File: src/rtl/intr_ctrl.sv
// Fixed-priority interrupt controller: edge-captured pending bits, mask, REQ/ack/EOI handshake, per-source clear pulse.
// Optional INTC_SYNC_EN adds a 2-flop synchronizer on every irq_src bit ahead of edge detection.
module intr_ctrl #(
    parameter int NSRC   = 4,
    parameter int VECWID = 3
) (
    input  logic              clk,
    input  logic              rst_n,
    input  logic [NSRC-1:0]   irq_src,
    input  logic              cs,
    input  logic              wr,
    input  logic              rd,
    input  logic [1:0]        addr,
    input  logic [7:0]        datain,
    output logic [7:0]        dataout,
    output logic              irq_out,
    output logic [VECWID-1:0] vector,
    input  logic              irq_ack,
    output logic [NSRC-1:0]   clr_flag
);

    typedef enum logic [1:0] {
        ST_IDLE = 2'd0,
        ST_REQ  = 2'd1,
        ST_SERV = 2'd2
    } state_t;

    state_t            state_q;
    logic [NSRC-1:0]   src_in;
    logic [NSRC-1:0]   src_q;
    logic [NSRC-1:0]   rise;
    logic [NSRC-1:0]   pending_q;
    logic [NSRC-1:0]   pending_d;
    logic [NSRC-1:0]   mask_q;
    logic [NSRC-1:0]   cand;
    logic [NSRC-1:0]   vec_oh;
    logic [VECWID-1:0] win;
    logic [VECWID-1:0] vector_q;
    logic [NSRC-1:0]   clr_flag_q;
    logic [7:0]        dataout_q;
    logic [7:0]        rd_data;
    logic              irq_out_q;
    logic              in_service_q;
    logic              wr_mask;
    logic              wr_pend;
    logic              wr_eoi;
    logic              req_live;
    logic              ack_ok;
    logic              unused_datain;

`ifdef INTC_SYNC_EN
    logic [NSRC-1:0] sync1_q;
    logic [NSRC-1:0] sync2_q;

    always_ff @(posedge clk or negedge rst_n) begin
        if (!rst_n) begin
            sync1_q <= '0;
            sync2_q <= '0;
        end else begin
            sync1_q <= irq_src;
            sync2_q <= sync1_q;
        end
    end

    assign src_in = sync2_q;
`else
    assign src_in = irq_src;
`endif

    assign rise    = src_in & ~src_q;
    assign cand    = pending_q & mask_q;
    assign wr_mask = cs & wr & (addr == 2'd0);
    assign wr_pend = cs & wr & (addr == 2'd1);
    assign wr_eoi  = cs & wr & (addr == 2'd3);

    for (genvar gi = 0; gi < NSRC; gi++) begin : g_vec_oh
        assign vec_oh[gi] = (vector_q == VECWID'(gi));
    end

    // The request stays alive only while its source is still pending and enabled.
    assign req_live = |(pending_q & mask_q & vec_oh);
    assign ack_ok   = (state_q == ST_REQ) & req_live & irq_ack;

    always_comb begin
        win = '0;
        for (int i = NSRC - 1; i >= 0; i--) begin
            if (cand[i]) begin
                win = VECWID'(i);
            end
        end
    end

    // Clears first, then new edges: a fresh rising edge always survives.
    always_comb begin
        pending_d = pending_q;
        if (wr_pend) begin
            pending_d = pending_d & ~datain[NSRC-1:0];
        end
        if (ack_ok) begin
            pending_d = pending_d & ~vec_oh;
        end
        pending_d = pending_d | rise;
    end

    always_comb begin
        rd_data = '0;
        case (addr)
            2'd0: rd_data[NSRC-1:0] = mask_q;
            2'd1: rd_data[NSRC-1:0] = pending_q;
            2'd2: begin
                rd_data[VECWID-1:0] = vector_q;
                rd_data[6]          = irq_out_q;
                rd_data[7]          = in_service_q;
            end
            default: rd_data = '0;
        endcase
    end

    always_ff @(posedge clk or negedge rst_n) begin
        if (!rst_n) begin
            src_q     <= '0;
            pending_q <= '0;
            mask_q    <= '0;
            dataout_q <= '0;
        end else begin
            src_q     <= src_in;
            pending_q <= pending_d;
            if (wr_mask) begin
                mask_q <= datain[NSRC-1:0];
            end
            if (cs & rd) begin
                dataout_q <= rd_data;
            end
        end
    end

    always_ff @(posedge clk or negedge rst_n) begin
        if (!rst_n) begin
            state_q      <= ST_IDLE;
            irq_out_q    <= 1'b0;
            vector_q     <= '0;
            clr_flag_q   <= '0;
            in_service_q <= 1'b0;
        end else begin
            clr_flag_q <= '0;
            case (state_q)
                ST_IDLE: begin
                    if (|cand) begin
                        vector_q  <= win;
                        irq_out_q <= 1'b1;
                        state_q   <= ST_REQ;
                    end
                end
                ST_REQ: begin
                    if (!req_live) begin
                        irq_out_q <= 1'b0;
                        state_q   <= ST_IDLE;
                    end else if (irq_ack) begin
                        irq_out_q    <= 1'b0;
                        clr_flag_q   <= vec_oh;
                        in_service_q <= 1'b1;
                        state_q      <= ST_SERV;
                    end
                end
                ST_SERV: begin
                    if (wr_eoi) begin
                        in_service_q <= 1'b0;
                        state_q      <= ST_IDLE;
                    end
                end
                default: begin
                    irq_out_q    <= 1'b0;
                    in_service_q <= 1'b0;
                    state_q      <= ST_IDLE;
                end
            endcase
        end
    end

    assign unused_datain = ^datain;

    assign dataout  = dataout_q;
    assign irq_out  = irq_out_q;
    assign vector   = vector_q;
    assign clr_flag = clr_flag_q;

endmodule

File: config.mk
export PLATFORM = sky130hd
export DESIGN_NAME = intr_ctrl
export DESIGN_NICKNAME = d
export VERILOG_FILES = /design/src/rtl/intr_ctrl.sv
export SDC_FILE = /design/constraint.sdc
export NUM_CORES = 1
export LEC_CHECK = 0
export ABC_CLOCK_PERIOD_IN_PS = 2200
export BUFFER_PORTS_ARGS = -buffer_cell sky130_fd_sc_hd__clkbuf_2
export CORE_UTILIZATION = 49
export DETAILED_ROUTE_END_ITERATION = 12
export GPL_TIMING_DRIVEN = 1
export PLACE_DENSITY = 0.78
export SKIP_LAST_GASP = 1
export SYNTH_ARGS = -nofsm -noshare
export SYNTH_HDL_FRONTEND = slang
export SYNTH_SLANG_ARGS = --single-unit
export TNS_END_PERCENT = 100
File: constraint.sdc
create_clock -name clk -period 2.2 [get_ports clk]
set_input_delay 0.22 -clock clk [delete_from_list [all_inputs] [get_ports clk]]
set_output_delay 0.22 -clock clk [all_outputs]
set_load 0.05 [all_outputs]
Yosys cells after proc, flatten, opt, wreduce, memory -nomap -nowiden

Index checks and enable logic that the tools add are counted.

Equality and inequality tests: 13
Mux-type cells: 25
Bitwise gates (word level): 18
Reduce and logical (&&, ||, !) cells: 9

Operators with widths:

| operator           | count |
|---|---|
| $and 4x4->4        | 5 |
| $mux 4             | 5 |
| $mux 2             | 8 |
| $not 4->4          | 3 |
| $pmux 3 s3         | 1 |
| $ne 2x2->1 const B | 4 |
| $reduce_or 4->1    | 2 |
| $and 1x1->1        | 7 |
| $eq 2x2->1 const B | 3 |
| $eq 3x2->1 const B | 2 |
| $mux 1             | 6 |
| $pmux 1 s3         | 2 |
| $pmux 2 s3         | 1 |
| $reduce_and 3->1   | 2 |
| $eq 2x1->1 const B | 2 |
| $logic_not 2->1    | 2 |
| $or 4x4->4         | 1 |
| $reduce_and 4->1   | 1 |
| $eq 3x1->1 const B | 1 |
| $logic_not 3->1    | 1 |
| $mux 3             | 1 |
| $ne 3x3->1 const B | 1 |
| $not 1->1          | 2 |
| $pmux 1 s2         | 1 |
| $reduce_and 2->1   | 1 |

Register bits: 29
Bits of input ports: 20
Output and inout port bits: 16

Depth between registers and ports, before layout

Gate-level depths: netlist of run 1.

Depth after elaboration: 7
Gate-level depth with buffers: 5

Worst setup path after synthesis of run 1

OpenSTA, ideal clock, no wires.

Path kind: flip-flop to flip-flop
Start point: reg vector_q[0] (netlist: vector[0])
End point: reg irq_out_q (netlist: irq_out)
Library setup time: 65 ps
Arrival time: 1620 ps
Data required time: 2135 ps
Path slack: 515 ps
Stages on the path, launching flop included: 4
Buffers on the path: 0
Clock period less this slack: 1685 ps
Cells stage by stage: dfrtp_1 > mux4_2 > o31ai_2 > a21o_1

Longest elaborated chain between the ends: 5

RTL lines:

| item                                                            | RTL line | source |
|---|---|---|
| start: declaration                                              | 38       | `logic [VECWID-1:0] vector_q;` |
| start signal: assignment                                        | 149      | `vector_q <= win;` |
| $eq 3x1->1, or another cell as far along                        | 77       | `assign vec_oh[gi] = (vector_q == VECWID'(gi));` |
| $and 4x4->4 *                                                   | 81       | `assign req_live = \|(pending_q & mask_q & vec_oh);` |
| $reduce_or 4->1 *                                               | 81       |  |
| $ne 3x3->1 (no line) / $mux 1 (equally long branches)           | --       |  |
| $reduce_and 3->1 (no line) / $pmux 1 s3 (equally long branches) | --       |  |
| end signal: assignment                                          | 140      | `irq_out_q <= 1'b0;` |
| end signal: assignment                                          | 150      | `irq_out_q <= 1'b1;` |
| end signal: assignment                                          | 156      | `irq_out_q <= 1'b0;` |
| end: declaration                                                | 42       | `logic irq_out_q;` |

Every way passes the cells marked *; elsewhere a longest branch is shown, timed or not.
A chain may end at the register's enable or synchronous reset.

Final worst setup path of run 1

Ends and elaborated chain as after synthesis.

==> impl_metrics.yaml, run 1 <==
sta:
  fin_setup_tns_ns: 0
  slew_headroom_pct: 53.0
  clock_skew_ns: 0.00426
  fmax_mhz: 653
  drv_slew: 0
  setup_viol: 0
  tightest_slew_ns: 0.700
  final-hold-violation-count: 0
  min_period_over_period_pct: 69.7
  grt_setup_unrepaired: "no"
  fin_crit_ns: 1.53
die:
  dieArea_sq_um: 2700
  start_util_pct: 53.7
  rows: 17
  die_h_um: 51.9
  coreArea_sq_um: 2280
  ios: 36
  die_w_um: 51.9
global_route:
  grt_util_met3_pct: 2.92
  grt_max_degree: 29
  grt_pass1_vias: 888
  gr-max-usage-layer: "met2"
  grt_use_total_pct: 20.4
  antenna_found_initial: 0
  use_met2_pct: 32.1
  use_met1_pct: 27.0
  grt_pass1_wl_um: 3930
  grt.overflow.total: 0
power:
  power_density_nw_per_um2: 1110
  power.share.clock_pct: 13.0
  power_frac_comb_pct: 38.7
  p_int_w: 0.000916
  swShare_pct: 42.1
  peakVddDrop_mv: 0.750
  switching_power_w: 0.000666
  seqPwrFrac_pct: 48.4
  power.leakage_nw: 0.729
setup_path:
  worstPathArrival_ns: 1.81
  reg2reg_setup_slack_ns: 0.67
  r2r.worst_path.cells: 3
  cp-start-kind: "register"
  critPathMaxFanout: 8
  path_class: "reg2reg"
  cp.required_ns: 2.48
  end_kind: "register"
  worstReg2RegEnd: "irq_out$_DFFE_PN0P_"
  rr_startpoint: "vector[0]$_DFFE_PN0P_"
route:
  vias_per_cell: 5.13
  drt_iter0_drc: 23
  num_vias: 878
  routedWlPerCell_um: 13.5
  postRouteAntennaNets: 0
  dr.pass1.iters: 4
  drc: 0
  totalWireLength_um: 2320
synthesis:
  yosysSeqAreaShare_pct: 57.4
  synth_cell_type_count: 33
  synth_area_sq_um: 1220
  avgSynthCellArea_sq_um: 10.9
  yosysTopAreaCell: "dfrtp_1"
  ys_warn_count: 0
  ys_top_cells_by_area: "dfrtp_1 (57%), nand2_1 (6.8%), mux2_2 (4.6%), mux2i_1 (3.3%), o22ai_1 (2.0%)"
  synth_edf_count: 0
  netlist.area_leader.share_pct: 57.4
  synth-seq-cells: 28
  synthFlopType: "dfrtp_1"
  syn_inst: 112
  ys_async_sr_fraction_pct: 100
placed_design:
  hpwl_um: 1650
  routabilityCongestion: 0.723
  io_buffers: 28
  postPlaceCellArea_sq_um: 1370
  dp.cells: 165
final_layout:
  n_antenna_cell: 0
  fin_cells: 171
  finalNetCount: 165
  drive_above_1_share_pct: 28.0
  fillers: 186
  multi_input_area_sq_um: 478
  syn_to_final_growth_pct: 16.7
  postLayoutCoreUtil_pct: 62.6
  regArea_sq_um: 701
  stdcell_area_sq_um: 1430
outcome:
  status: "completed"
cts:
  path_clk_slew_ns: 0.14
  clockBufferDepth: 2
  cts_num_sinks: 28
  cts-root-buf: "clkbuf_4"
  numCtsBuffers: 3
  cts_tree: "done"
  cts_htree_levels: 1
  clk_latency_ns: 0.32
worst_hold_path:
  hold_path_class: "in2reg"
  min_from: "irq_src[0]"
  hold_end: "src_q[0]$_DFF_PN0_"
  whs_path_depth: 1
job:
  max_cap_violations: 0
[logic make-up after synthesis]
logic type	synth area share (%)
AOI/OAI and AO/OA	11.1
buffers and inverters	4.10
DFF	57.4
muxes	9.73
other	0.307
and+or+nand+nor	17.4
[layout by cell type, fill, tap and decap left out, types with 2 or more instances in the layout]
cell / netlist / layout
mux2i_1: 4 / 4
o22ai_1: 4 / 4
conb_1: 1 / 3
nor2b_1: 2 / 2
clkbuf_4: 0 / 3
a22o_1: 2 / 2
a21o_1: 2 / 2
nand3_1: 2 / 2
a21oi_1: 4 / 4
nor2_1: 4 / 4
nand2_1: 22 / 22
clkbuf_2: 0 / 28
dfrtp_1: 28 / 28
mux2_2: 5 / 5
dlygate4sd3_1: 0 / 3
nor3_1: 3 / 3
o31ai_1: 2 / 2
inv_1: 5 / 5
o21ai_0: 3 / 3
[synthesized netlist by cell type, drive strengths merged (2+ instances only)]
| cell type | count |
|---|---|
| mux2i | 4 |
| o21ai | 3 |
| buf | 4 |
| and3 | 2 |
| a22o | 2 |
| a21o | 2 |
| o22ai | 4 |
| o31ai | 3 |
| nand3 | 2 |
| inv | 5 |
| a21oi | 4 |
| nor2 | 4 |
| nor3 | 3 |
| mux2 | 5 |
| dfrtp | 28 |
| nand2 | 22 |
| nor2b | 2 |
[per-layer routing]
layer  share of wire, %  wire (um)  up-vias
met4                2.1         48        0
met5                  0          0        -
met1                 48       1120      392
met3                4.6        107        5
li1                   -          -      450
met2                 45       1040       31
[sequential cells by signal, indices dropped and copies added, names as in the netlist]
register,count
irq_out,1
in_service_q,1
src_q,4
clr_flag,4
state_q,2
pending_q,4
vector,2
mask_q,4
dataout,6
[power groups by stage]
stage / Clock (W) / Sequential (W) / Combinational (W)
floorplan: 0 / 0.000926 / 0.000298
global placement: 0 / 0.000764 / 0.000595
global route: 0.000225 / 0.000782 / 0.000671
CTS: 0.000209 / 0.000762 / 0.000615
detailed placement: 0 / 0.000772 / 0.000609
finish: 0.000205 / 0.000765 / 0.000612
[stage by stage]
stage / worst slack, ns / hold slack [ns] / total power (W)
finish: 0.667 / 0.0205 / 0.00158
global route: 0.542 / 0.00334 / 0.00168
CTS: 0.660 / 0.00163 / 0.00159
detailed placement: 0.674 / 0.291 / 0.00138
global placement: 0.737 / 0.278 / 0.00136
floorplan: 0.515 / -0.0756 / 0.00122
[worst max-delay path by stage]
stage | from | to | slack (ns) | cells past startpoint
global route | vector[0]$_DFFE_PN0P_ | irq_out$_DFFE_PN0P_ | 0.54 | 3
floorplan | vector[0]$_DFFE_PN0P_ | irq_out$_DFFE_PN0P_ | 0.51 | 3
global placement | addr[0] | mask_q[3]$_DFFE_PN0P_ | 0.74 | 3
detailed placement | addr[0] | mask_q[3]$_DFFE_PN0P_ | 0.67 | 3
CTS | vector[0]$_DFFE_PN0P_ | irq_out$_DFFE_PN0P_ | 0.66 | 3
finish | vector[0]$_DFFE_PN0P_ | irq_out$_DFFE_PN0P_ | 0.67 | 3
[timing repair]
| item | in CTS | in global routing |
|---|---|---|
| hold endpoints to repair | 29 | 1 |
| hold buffers | 2 | 1 |
| resized for setup | 0 | 0 |
| buffers inserted | 0 | 0 |
[worst max-delay path: stages, from the launching register on]
cell	delay [ns]
dfrtp_1	0.56
mux4_2	0.59
o31ai_2	0.20
a21o_1	0.15
[layout make-up]
class	instances	area share [%]
inverter	5	1.32
sequential	28	49.2
multi-input combinational	76	33.5
timing repair buffer	31	11.9
tap	28	2.46
clock buffer	3	1.58
Note: power is estimated with default switching activity, not from simulation.
==> run 2, diff against run 1 <==
ABC_CLOCK_PERIOD_IN_PS = 1300   (was 2200)
CORE_UTILIZATION = 45   (was 49)
PLACE_DENSITY = 0.76   (was 0.78)
clock period = 1.3 ns   (was 2.2 ns; I/O delays follow)
==> impl_metrics.yaml, run 2 (synthesis results as in run 1) <==
power:
  switching_power_w: 0.00123
  power_density_nw_per_um2: 1880
  peakVddDrop_mv: 1.31
  swShare_pct: 39.5
  p_int_w: 0.00188
  power_w: 0.00311
  seqPwrFrac_pct: 38.5
  power_frac_comb_pct: 50.1
  power.share.clock_pct: 11.3
  power.leakage_nw: 0.853
final_layout:
  final_cell_mix: "dfrtp_1 (26), clkbuf_2 (26), buf_4 (23), nand2_1 (19)"
  syn_to_final_growth_pct: 35.6
  largest_reg_flops: 6
  finalNetCount: 190
  drive_above_1_share_pct: 42.0
  stdcell_area_sq_um: 1660
  n_antenna_cell: 0
die:
  ios: 36
  start_util_pct: 48.4
  die_w_um: 54.1
  dieArea_sq_um: 2930
  rows: 18
  die_h_um: 54.1
  coreArea_sq_um: 2520
global_route:
  grt_pass1_vias: 981
  grt_use_total_pct: 19.1
  use_met2_pct: 33.3
  grt_pass1_wl_um: 3950
  grt.overflow.total: 0
  gr-max-usage-layer: "met2"
  use_met1_pct: 22.7
  grt_max_degree: 29
  antenna_found_initial: 0
  grt_util_met3_pct: 3.67
setup_path:
  path_cells: "nand2_2, mux4_2, o31ai_2, a21o_1"
  end_kind: "register"
  worstPathArrival_ns: 1.62
  cp.required_ns: 1.58
  path_class: "reg2reg"
  critPathMaxFanout: 4
  max_stage_delay_ns: 0.50
  cp-start-kind: "register"
  cp_slowest_cell: "mux4_2"
cts:
  clk_latency_ns: 0.32
  cts_num_sinks: 28
  clockBufferDepth: 2
  cts_htree_levels: 1
  cts_tree: "done"
  path_clk_slew_ns: 0.14
  cts-root-buf: "clkbuf_4"
  numCtsBuffers: 3
route:
  num_vias: 1001
  routedWlPerCell_um: 12.6
  drc: 0
  vias_per_cell: 5.03
  totalWireLength_um: 2510
  drt_iter0_drc: 10
  postRouteAntennaNets: 0
  dr.pass1.iters: 4
sta:
  fmax_mhz: 744
  final-hold-violation-count: 0
  fin_crit_ns: 1.34
  setup_viol: 2
  fin_ws_ns: -0.0437
  slew_headroom_pct: 54.9
  clock_skew_ns: 0.0107
  grt_setup_unrepaired: "yes"
  whs_ns: 0.0463
  min_period_over_period_pct: 103
  tightest_slew_ns: 0.676
  drv_slew: 0
outcome:
  violations: "negative setup slack"
  status: "complete, but fails checks"
placed_design:
  routabilityCongestion: 0.775
  postPlaceCellArea_sq_um: 1500
  hpwl_um: 1860
  preCtsSetupSlack_ns: -0.0772
  io_buffers: 28
job:
  max_cap_violations: 0
worst_hold_path:
  hold_path_class: "in2reg"
[run 2: metrics by stage]
stage                     util, %  std cells  setup TNS [ns]
after floorplan                 -        114          -0.592
after global placement       59.6        184         -0.0536
after detailed placement     59.6        184          -0.210
after CTS                    63.7        195          -0.105
after global routing         65.6        199          -0.264
final                        65.6        199         -0.0793
[run 2: area by class of cell]
type	count	area (sq um)
Clock buffer	4	26.3
Fill cell	204	867
Inverter	5	18.8
Multi-Input combinational cell	76	504
Sequential cell	28	703
Tap cell	30	37.5
Timing Repair Buffer	56	365
[run 2: path summary, 6_finish.rpt]
path / slack, ns / startpoint / to / depth (start not counted)
max in group asynchronous: 0.48 / rst_n / vector[1]$_DFFE_PN0P_ / 2
min: 0.05 / datain[3] / mask_q[3]$_DFFE_PN0P_ / 2
min reg2reg: 0.44 / src_q[0]$_DFF_PN0_ / pending_q[0]$_DFF_PN0_ / 1
max: -0.04 / mask_q[2]$_DFFE_PN0P_ / irq_out$_DFFE_PN0P_ / 4
max reg2reg: -0.04 / mask_q[2]$_DFFE_PN0P_ / irq_out$_DFFE_PN0P_ / 4
min in group asynchronous: 0.36 / rst_n / dataout[3]$_DFFE_PN0P_ / 2
[run 2: routing by layer]
metal / part of all wire (%) / vias to the layer above
li1: - / 495
met2: 49 / 27
met4: 0.36 / 0
met5: 0 / -
met3: 4.5 / 2
met1: 46 / 477
[run 2: power groups by stage]
stage	clock, W	combinational (W)	sequential, W
after floorplan	0	0.000505	0.00157
after global placement	0	0.00132	0.00121
after detailed placement	0	0.00136	0.00122
after CTS	0.000373	0.00144	0.00121
after global routing	0.000406	0.00168	0.00122
final	0.000352	0.00156	0.00120
[run 2: repair_timing]
item | CTS | global route
endpoints found under the hold margin | 32 | 0
pin swaps | 1 | 2
resized for setup | 4 | 6
hold buffers | 5 | 0
setup buffers | 2 | 4
setup endpoints to repair | 7 | 9
[run 2: worst max-delay path: cells and delay by family (launching register included)]
| family | cells | cell delay (ns) |
|---|---|---|
| multiplexers | 1 | 0.50 |
| flip-flops | 1 | 0.39 |
| AO/OA/AOI/OAI | 2 | 0.32 |
| AND/OR/NAND/NOR | 1 | 0.08 |
